===== config.mk =====
export PLATFORM = sky130hd
export DESIGN_NAME = pipe_stage_buf_flat
export DESIGN_NICKNAME = d
export VERILOG_FILES = /design/src/rtl/pipe_pkg.sv /design/src/rtl/pipe_stage_buf_if.sv /design/src/rtl/pipe_slot.sv /design/src/rtl/pipe_stage_buf.sv /design/src/flat_wrapper.sv
export SDC_FILE = /design/constraint.sdc
export NUM_CORES = 1
export LEC_CHECK = 0
export CAP_MARGIN = 10
export CORE_UTILIZATION = 45
export CTS_BUF_LIST = sky130_fd_sc_hd__clkbuf_2 sky130_fd_sc_hd__clkbuf_4 sky130_fd_sc_hd__clkbuf_8
export DETAILED_ROUTE_END_ITERATION = 10
export GPL_TIMING_DRIVEN = 0
export PLACE_DENSITY = 0.72
export REMOVE_ABC_BUFFERS = 1
export SKIP_CTS_REPAIR_TIMING = 1
export SYNTH_ARGS = -nofsm -noshare
export SYNTH_HDL_FRONTEND = slang
export SYNTH_SLANG_ARGS = --single-unit

===== constraint.sdc =====
create_clock -name clk -period 1.91 [get_ports clk]
set_input_delay 0.4775 -clock clk [delete_from_list [all_inputs] [get_ports clk]]
set_output_delay 0.4775 -clock clk [all_outputs]
set_load 0.02 [all_outputs]

===== src/rtl/pipe_pkg.sv =====
// Shared pipeline-stage constants: slot-state encodings and per-boundary payload/control widths.
package pipe_pkg;

  // State is the concatenation {main.valid, skid.valid}.
  localparam logic [1:0] ST_EMPTY   = 2'b00;
  localparam logic [1:0] ST_INVALID = 2'b01;
  localparam logic [1:0] ST_ONE     = 2'b10;
  localparam logic [1:0] ST_FULL    = 2'b11;

  localparam int unsigned IFID_DATA_W  = 64;
  localparam int unsigned IFID_CTRL_W  = 1;
  localparam int unsigned IDEX_DATA_W  = 101;
  localparam int unsigned IDEX_CTRL_W  = 8;
  localparam int unsigned EXMEM_DATA_W = 69;
  localparam int unsigned EXMEM_CTRL_W = 5;
  localparam int unsigned MEMWB_DATA_W = 69;
  localparam int unsigned MEMWB_CTRL_W = 3;

  function automatic logic [1:0] entry_count(input logic [1:0] st);
    return {1'b0, st[1]} + {1'b0, st[0]};
  endfunction

endpackage


===== src/rtl/pipe_stage_buf_if.sv =====
// Valid/ready handshake bundle carrying a payload and a control field.
interface pipe_stage_buf_if #(
  parameter int unsigned DATA_W = 69,
  parameter int unsigned CTRL_W = 3
);
  logic              valid;
  logic              ready;
  logic [DATA_W-1:0] data;
  logic [CTRL_W-1:0] ctrl;

  modport master (output valid, output data, output ctrl, input ready);
  modport slave  (input valid, input data, input ctrl, output ready);
endinterface


===== src/rtl/pipe_slot.sv =====
// One pipeline holding slot: valid flag plus payload/control, with clear taking priority over load.
module pipe_slot #(
  parameter int unsigned DATA_W = 69,
  parameter int unsigned CTRL_W = 3
) (
  input  logic              clk,
  input  logic              rst_n,
  input  logic              load_i,
  input  logic              clear_i,
  input  logic [DATA_W-1:0] data_i,
  input  logic [CTRL_W-1:0] ctrl_i,
  output logic              valid_o,
  output logic [DATA_W-1:0] data_o,
  output logic [CTRL_W-1:0] ctrl_o
);

  logic              valid_q, valid_d;
  logic [DATA_W-1:0] data_q, data_d;
  logic [CTRL_W-1:0] ctrl_q, ctrl_d;

  always_comb begin
    valid_d = valid_q;
    data_d  = data_q;
    ctrl_d  = ctrl_q;
    // Clear only drops the valid flag; stale payload is harmless once invalid.
    if (clear_i) begin
      valid_d = 1'b0;
    end else if (load_i) begin
      valid_d = 1'b1;
      data_d  = data_i;
      ctrl_d  = ctrl_i;
    end
  end

  always_ff @(posedge clk) begin
    if (!rst_n) begin
      valid_q <= 1'b0;
      data_q  <= '0;
      ctrl_q  <= '0;
    end else begin
      valid_q <= valid_d;
      data_q  <= data_d;
      ctrl_q  <= ctrl_d;
    end
  end

  assign valid_o = valid_q;
  assign data_o  = data_q;
  assign ctrl_o  = ctrl_q;

endmodule


===== src/rtl/pipe_stage_buf.sv =====
// Pipeline-stage register with valid/ready handshake, optional 2-entry skid buffer and flush.
module pipe_stage_buf
  import pipe_pkg::*;
#(
  parameter int unsigned DATA_W = MEMWB_DATA_W,
  parameter int unsigned CTRL_W = MEMWB_CTRL_W,
  parameter bit          SKID   = 1'b1
) (
  input  logic                    clk,
  input  logic                    rst_n,
  input  logic                    flush,
  pipe_stage_buf_if.slave         in_if,
  pipe_stage_buf_if.master        out_if,
  output logic [1:0]              count
);

  logic              m_v, s_v;
  logic [DATA_W-1:0] m_data, s_data, m_din_data;
  logic [CTRL_W-1:0] m_ctrl, s_ctrl, m_din_ctrl;
  logic              m_load, m_clear, s_load, s_clear;
  logic              in_ready, push, pop;
  logic [1:0]        state;

  assign state = {m_v, s_v};

  // With a skid slot in_ready depends only on registered state, breaking the ready path.
  assign in_ready = SKID ? (rst_n & ~s_v) : (rst_n & (~m_v | out_if.ready));
  assign push     = in_if.valid & in_ready;
  assign pop      = m_v & out_if.ready;

  // Main slot refills from the skid slot first so order is preserved.
  assign m_din_data = s_v ? s_data : in_if.data;
  assign m_din_ctrl = s_v ? s_ctrl : in_if.ctrl;

  always_comb begin
    m_load  = 1'b0;
    m_clear = flush;
    s_load  = 1'b0;
    s_clear = flush;
    if (SKID) begin
      case (state)
        ST_EMPTY: m_load = push;
        ST_ONE: begin
          m_load  = push & pop;
          s_load  = push & ~pop;
          m_clear = flush | (pop & ~push);
        end
        ST_FULL: begin
          m_load  = pop;
          s_clear = flush | pop;
        end
        default: ;
      endcase
    end else begin
      m_load  = push;
      m_clear = flush | (pop & ~push);
    end
  end

  pipe_slot #(
    .DATA_W(DATA_W),
    .CTRL_W(CTRL_W)
  ) u_main (
    .clk    (clk),
    .rst_n  (rst_n),
    .load_i (m_load),
    .clear_i(m_clear),
    .data_i (m_din_data),
    .ctrl_i (m_din_ctrl),
    .valid_o(m_v),
    .data_o (m_data),
    .ctrl_o (m_ctrl)
  );

  if (SKID) begin : g_skid
    pipe_slot #(
      .DATA_W(DATA_W),
      .CTRL_W(CTRL_W)
    ) u_skid (
      .clk    (clk),
      .rst_n  (rst_n),
      .load_i (s_load),
      .clear_i(s_clear),
      .data_i (in_if.data),
      .ctrl_i (in_if.ctrl),
      .valid_o(s_v),
      .data_o (s_data),
      .ctrl_o (s_ctrl)
    );
  end else begin : g_no_skid
    assign s_v    = 1'b0;
    assign s_data = '0;
    assign s_ctrl = '0;
  end

  assign in_if.ready  = in_ready;
  assign out_if.valid = m_v;
  assign out_if.data  = m_data;
  assign out_if.ctrl  = m_v ? m_ctrl : '0;
  assign count        = entry_count(state);

  always_ff @(posedge clk) begin
    if (rst_n) begin
      assert (state != ST_INVALID);
    end
  end

endmodule


===== src/flat_wrapper.sv =====
// flat-port wrapper written by rule: the top's interface ports become plain ports
module pipe_stage_buf_flat import pipe_pkg::*;
#(
  parameter int unsigned DATA_W = MEMWB_DATA_W,
  parameter int unsigned CTRL_W = MEMWB_CTRL_W,
  parameter bit          SKID   = 1'b1
)
  (clk, rst_n, flush, count, in_if_valid, in_if_data, in_if_ctrl, in_if_ready, out_if_valid, out_if_data, out_if_ctrl, out_if_ready);
  pipe_stage_buf_if #(.DATA_W(DATA_W), .CTRL_W(CTRL_W)) in_if_i ();
  pipe_stage_buf_if #(.DATA_W(DATA_W), .CTRL_W(CTRL_W)) out_if_i ();
  input  logic clk;
  input  logic rst_n;
  input  logic flush;
  output logic [1:0] count;
  input wire logic [$bits(in_if_i.valid)-1:0] in_if_valid;
  input wire logic [$bits(in_if_i.data)-1:0] in_if_data;
  input wire logic [$bits(in_if_i.ctrl)-1:0] in_if_ctrl;
  output wire logic [$bits(in_if_i.ready)-1:0] in_if_ready;
  output wire logic [$bits(out_if_i.valid)-1:0] out_if_valid;
  output wire logic [$bits(out_if_i.data)-1:0] out_if_data;
  output wire logic [$bits(out_if_i.ctrl)-1:0] out_if_ctrl;
  input wire logic [$bits(out_if_i.ready)-1:0] out_if_ready;
  assign in_if_i.valid = in_if_valid;
  assign in_if_i.data = in_if_data;
  assign in_if_i.ctrl = in_if_ctrl;
  assign in_if_ready = in_if_i.ready;
  assign out_if_valid = out_if_i.valid;
  assign out_if_data = out_if_i.data;
  assign out_if_ctrl = out_if_i.ctrl;
  assign out_if_i.ready = out_if_ready;
  pipe_stage_buf #(.DATA_W(DATA_W), .CTRL_W(CTRL_W), .SKID(SKID)) u_core (.clk(clk), .rst_n(rst_n), .flush(flush), .in_if(in_if_i), .out_if(out_if_i), .count(count));
endmodule

==> flow_results.xml <==
<?xml version="1.0" encoding="UTF-8"?>
<metrics>
  <group name="timing">
    <metric name="clock_skew" unit="ps">10.9</metric>
    <metric name="layout_min_cycle_time" unit="ps">2040</metric>
    <metric name="maxSlewHeadroom" unit="%">69.4</metric>
    <metric name="tightestPinTransition" unit="ps">459</metric>
    <metric name="post-route-worst-setup-slack" unit="ps">-130</metric>
    <metric name="post-route-period-util" unit="%">107</metric>
    <metric name="hold_viol_final" unit="">0</metric>
    <metric name="finalSetupViolCount" unit="">67</metric>
    <metric name="rsz0062_at_grt" unit="">true</metric>
    <metric name="drv_slew" unit="">0</metric>
    <metric name="fin_hold_ws" unit="ps">464</metric>
    <metric name="max_freq" unit="MHz">490</metric>
  </group>
  <group name="finish">
    <metric name="final_cell_mix" unit="">sky130_fd_sc_hd__dfxtp_1, sky130_fd_sc_hd__nand2_1, sky130_fd_sc_hd__clkdlybuf4s50_1, sky130_fd_sc_hd__dlymetal6s2s_1</metric>
    <metric name="finish.utilization" unit="%">67.6</metric>
    <metric name="final_common_cell" unit="">sky130_fd_sc_hd__dfxtp_1</metric>
    <metric name="fin_cells" unit="">970</metric>
    <metric name="drive_above_1_share" unit="%">41.9</metric>
    <metric name="count_of_inserted_antenna_diode_cells" unit="">0</metric>
    <metric name="finish.net_count" unit="">855</metric>
    <metric name="area_delta_synth_final" unit="%">44.2</metric>
    <metric name="final_design_area_no_fill" unit="sq um">9980</metric>
  </group>
  <group name="synth">
    <metric name="dominant_combinational_cell_family_by_area_after_synthesis" unit="">compound AO/OA/AOI/OAI gates</metric>
    <metric name="ys_types" unit="">27</metric>
    <metric name="yosysSeqAreaShare" unit="%">42.2</metric>
    <metric name="synthFlopType" unit="">sky130_fd_sc_hd__dfxtp_1</metric>
    <metric name="postSynth.asyncResetShare" unit="%">0</metric>
    <metric name="synth_adder_area_share" unit="%">0.723</metric>
    <metric name="yosys_register_bits" unit="">146</metric>
    <metric name="synth_compound_area_share" unit="%">27.8</metric>
    <metric name="netlist_instances" unit="">583</metric>
    <metric name="yosys.area_share.xor_xnor" unit="%">0</metric>
    <metric name="mapped_area" unit="sq um">6920</metric>
    <metric name="synth_edf_count" unit="">0</metric>
    <metric name="post_synth.cell_area_avg" unit="sq um">11.9</metric>
    <metric name="synth-simple-area-share" unit="%">12.1</metric>
    <metric name="multiplexer_area_fraction_after_synthesis" unit="%">10.4</metric>
    <metric name="yosysWarnings" unit="">0</metric>
  </group>
  <group name="global_routing">
    <metric name="antenna_found_initial" unit="">0</metric>
    <metric name="globalRouteTotalUtil" unit="%">20.2</metric>
    <metric name="grt_first_pass_wirelength" unit="um">25300</metric>
    <metric name="grt_start_max_net_pins" unit="">46</metric>
    <metric name="via_count_of_the_first_global_routing_pass" unit="">5052</metric>
    <metric name="grt.overflow.total" unit="">0</metric>
  </group>
  <group name="setup_path">
    <metric name="worst-endpoint-required" unit="ps">2280</metric>
    <metric name="setup.worst_path.start" unit="">u_core.g_skid.u_skid.valid_o</metric>
    <metric name="r2r_start" unit="">u_core.g_skid.u_skid.valid_o</metric>
    <metric name="regToRegSetupSlack" unit="ps">-130</metric>
    <metric name="setup.worst_path.class" unit="">flip-flop to flip-flop</metric>
    <metric name="worst-path-max-fanout" unit="">9</metric>
    <metric name="crit_path_end" unit="">u_core.u_main.data_o[41]</metric>
    <metric name="ff2ff_path_depth" unit="">9</metric>
    <metric name="worst_r2r_endpoint" unit="">u_core.u_main.data_o[41]</metric>
    <metric name="critPathLaunchType" unit="">flip-flop</metric>
    <metric name="worst_setup_path_end_kind" unit="">flip-flop</metric>
    <metric name="critPathArrivalTime" unit="ps">2410</metric>
  </group>
  <group name="clocking">
    <metric name="cts_root_buffer" unit="">sky130_fd_sc_hd__clkbuf_8</metric>
    <metric name="tritoncts_num_sinks" unit="">146</metric>
    <metric name="path_clk_slew" unit="ps">80</metric>
    <metric name="cts_max_path_buffers" unit="">2</metric>
    <metric name="numCtsBuffers" unit="">17</metric>
    <metric name="tritoncts_clock_tree" unit="">yes</metric>
    <metric name="clock_latency" unit="ps">440</metric>
    <metric name="clock_tree.htree_level_count" unit="">4</metric>
  </group>
  <group name="floorplan">
    <metric name="die_width" unit="um">126</metric>
    <metric name="fp-row-count" unit="">44</metric>
    <metric name="die_y" unit="um">126</metric>
    <metric name="starting_utilization_of_the_core_area" unit="%">46.9</metric>
    <metric name="io_pins" unit="">153</metric>
    <metric name="core_area" unit="sq um">14800</metric>
    <metric name="dieArea" unit="sq um">15900</metric>
  </group>
  <group name="route">
    <metric name="routed_wl" unit="um">19400</metric>
    <metric name="detailroute.via_count" unit="">5115</metric>
    <metric name="remaining_drc_errors" unit="">0</metric>
    <metric name="firstDrtPassIters" unit="">4</metric>
    <metric name="post_route_ant_nets" unit="">0</metric>
    <metric name="detailedRoute.firstIterationViolations" unit="">274</metric>
    <metric name="via_per_inst" unit="">5.27</metric>
    <metric name="routed_length_per_placed_instance" unit="um">20.0</metric>
  </group>
  <group name="power_and_ir_drop">
    <metric name="internal-power" unit="mW">5.19</metric>
    <metric name="power_frac_comb" unit="%">13.0</metric>
    <metric name="power.static_leakage" unit="nW">4.54</metric>
    <metric name="power.share.switching" unit="%">24.2</metric>
    <metric name="power.sequential.fraction" unit="%">46.0</metric>
    <metric name="clock_power_share" unit="%">41.0</metric>
    <metric name="power.net_switching" unit="mW">1.65</metric>
    <metric name="peakVddDrop" unit="uV">446</metric>
    <metric name="power_density" unit="nW/um^2">686</metric>
  </group>
  <group name="worst_hold_path">
    <metric name="hold_path_startpoint" unit="">u_core.u_main.data_o[30]</metric>
    <metric name="worst_hold_path_type" unit="">flip-flop to flip-flop</metric>
  </group>
  <group name="placement">
    <metric name="dpl_cell_area" unit="sq um">8420</metric>
    <metric name="place.detailed.instances" unit="">880</metric>
    <metric name="place.gp.congestion" unit="">0.705</metric>
    <metric name="port-buffer-count" unit="">152</metric>
    <metric name="detailed_place_hpwl" unit="um">9870</metric>
  </group>
  <group name="job">
    <metric name="maxCapViolCount" unit="">0</metric>
  </group>
  <group name="outcome">
    <metric name="failed_checks" unit="">negative setup slack</metric>
    <metric name="outcome" unit="">complete, but fails checks</metric>
  </group>
</metrics>
sequential cells by signal, indices dropped and copies added (netlist names):
name / cells
u_core.u_main.data_o: 69
u_core.u_main.ctrl_o: 3
u_core.g_skid.u_skid.data_o: 69
u_core.g_skid.u_skid.valid_o: 1
u_core.g_skid.u_skid.ctrl_o: 3
u_core.u_main.valid_o: 1
synthesized netlist by cell type, types with 4 or more instances:
library cell,number,share of area (%)
sky130_fd_sc_hd__dfxtp_1,146,42
sky130_fd_sc_hd__nand2_1,77,4.2
sky130_fd_sc_hd__mux2i_1,72,10
sky130_fd_sc_hd__a21boi_2,71,12
sky130_fd_sc_hd__nand2_2,71,6.4
sky130_fd_sc_hd__o2bb2ai_2,70,15
sky130_fd_sc_hd__clkbuf_1,16,0.87
sky130_fd_sc_hd__buf_12,14,4.1
sky130_fd_sc_hd__buf_2,7,0.51
sky130_fd_sc_hd__buf_4,6,0.65
sky130_fd_sc_hd__ha_1,4,0.72
sky130_fd_sc_hd__nor2_1,4,0.22
worst max-delay path: stages (launching register included):
cell and delay, ps:
sky130_fd_sc_hd__dfxtp_4 430, sky130_fd_sc_hd__buf_16 150, sky130_fd_sc_hd__inv_8 40, sky130_fd_sc_hd__ha_4 150
sky130_fd_sc_hd__nand4b_1 170, sky130_fd_sc_hd__o221ai_4 190, sky130_fd_sc_hd__a21boi_4 360, sky130_fd_sc_hd__buf_12 200
sky130_fd_sc_hd__clkbuf_16 170, sky130_fd_sc_hd__o2bb2ai_2 100
cell type report:
class / instances / area, sq um
fillers: 1053 / 4770
multi-input cells: 391 / 3740
flip-flops and latches: 146 / 2930
repair buffers: 216 / 2610
clock buffers: 19 / 255
well taps: 184 / 230
clock inverters: 12 / 205
inverters: 2 / 15.0
power groups by stage:
stage | sequential, mW | clock [mW] | combinational, mW
after global placement | 3.23 | 0 | 0.693
after global routing | 3.16 | 3.00 | 0.937
after floorplan | 3.28 | 0 | 0.259
final | 3.15 | 2.80 | 0.892
after detailed placement | 3.22 | 0 | 0.723
after CTS | 3.15 | 2.87 | 0.726
routing by layer:
| metal | vias up | share of wire [%] | GRT usage (%) |
|---|---|---|---|
| met4 | 0 | 2.2 | 7.23 |
| met2 | 131 | 49 | 35.3 |
| met1 | 2514 | 44 | 24.1 |
| met5 | - | 0 | 0 |
| li1 | 2442 | - | - |
| met3 | 28 | 4.7 | 4.63 |
cells by family after synthesis:
family                     after synthesis
adders and majority gates                4
muxes                                   72
and+or+nand+nor                        163
DFF                                    146
buffers and inverters                   49
AOI/OAI and AO/OA                      149
stage by stage:
step	power [mW]	TNS, ps	setup slack, ps
floorplan	3.54	-578060	-4730
global placement	3.92	-916530	-7420
detailed placement	3.95	-155710	-1380
CTS	6.75	-157240	-1410
global route	7.10	-10340	-186
finish	6.85	-6370	-130
worst min-delay path by stage:
| stage | to | slack (ps) | cells past startpoint |
|---|---|---|---|
| 2_1_floorplan | u_core.u_main.ctrl_o[2] | 420 | 1 |
| 3_3_place_gp | u_core.u_main.ctrl_o[2] | 440 | 1 |
| 3_5_place_dp | u_core.u_main.data_o[68] | 450 | 1 |
| 4_1_cts | u_core.g_skid.u_skid.data_o[66] | 470 | 2 |
| 5_1_grt | u_core.g_skid.u_skid.data_o[34] | 470 | 2 |
| 6_report | u_core.u_main.data_o[30] | 460 | 1 |
Note: power is estimated with default switching activity, not from simulation.
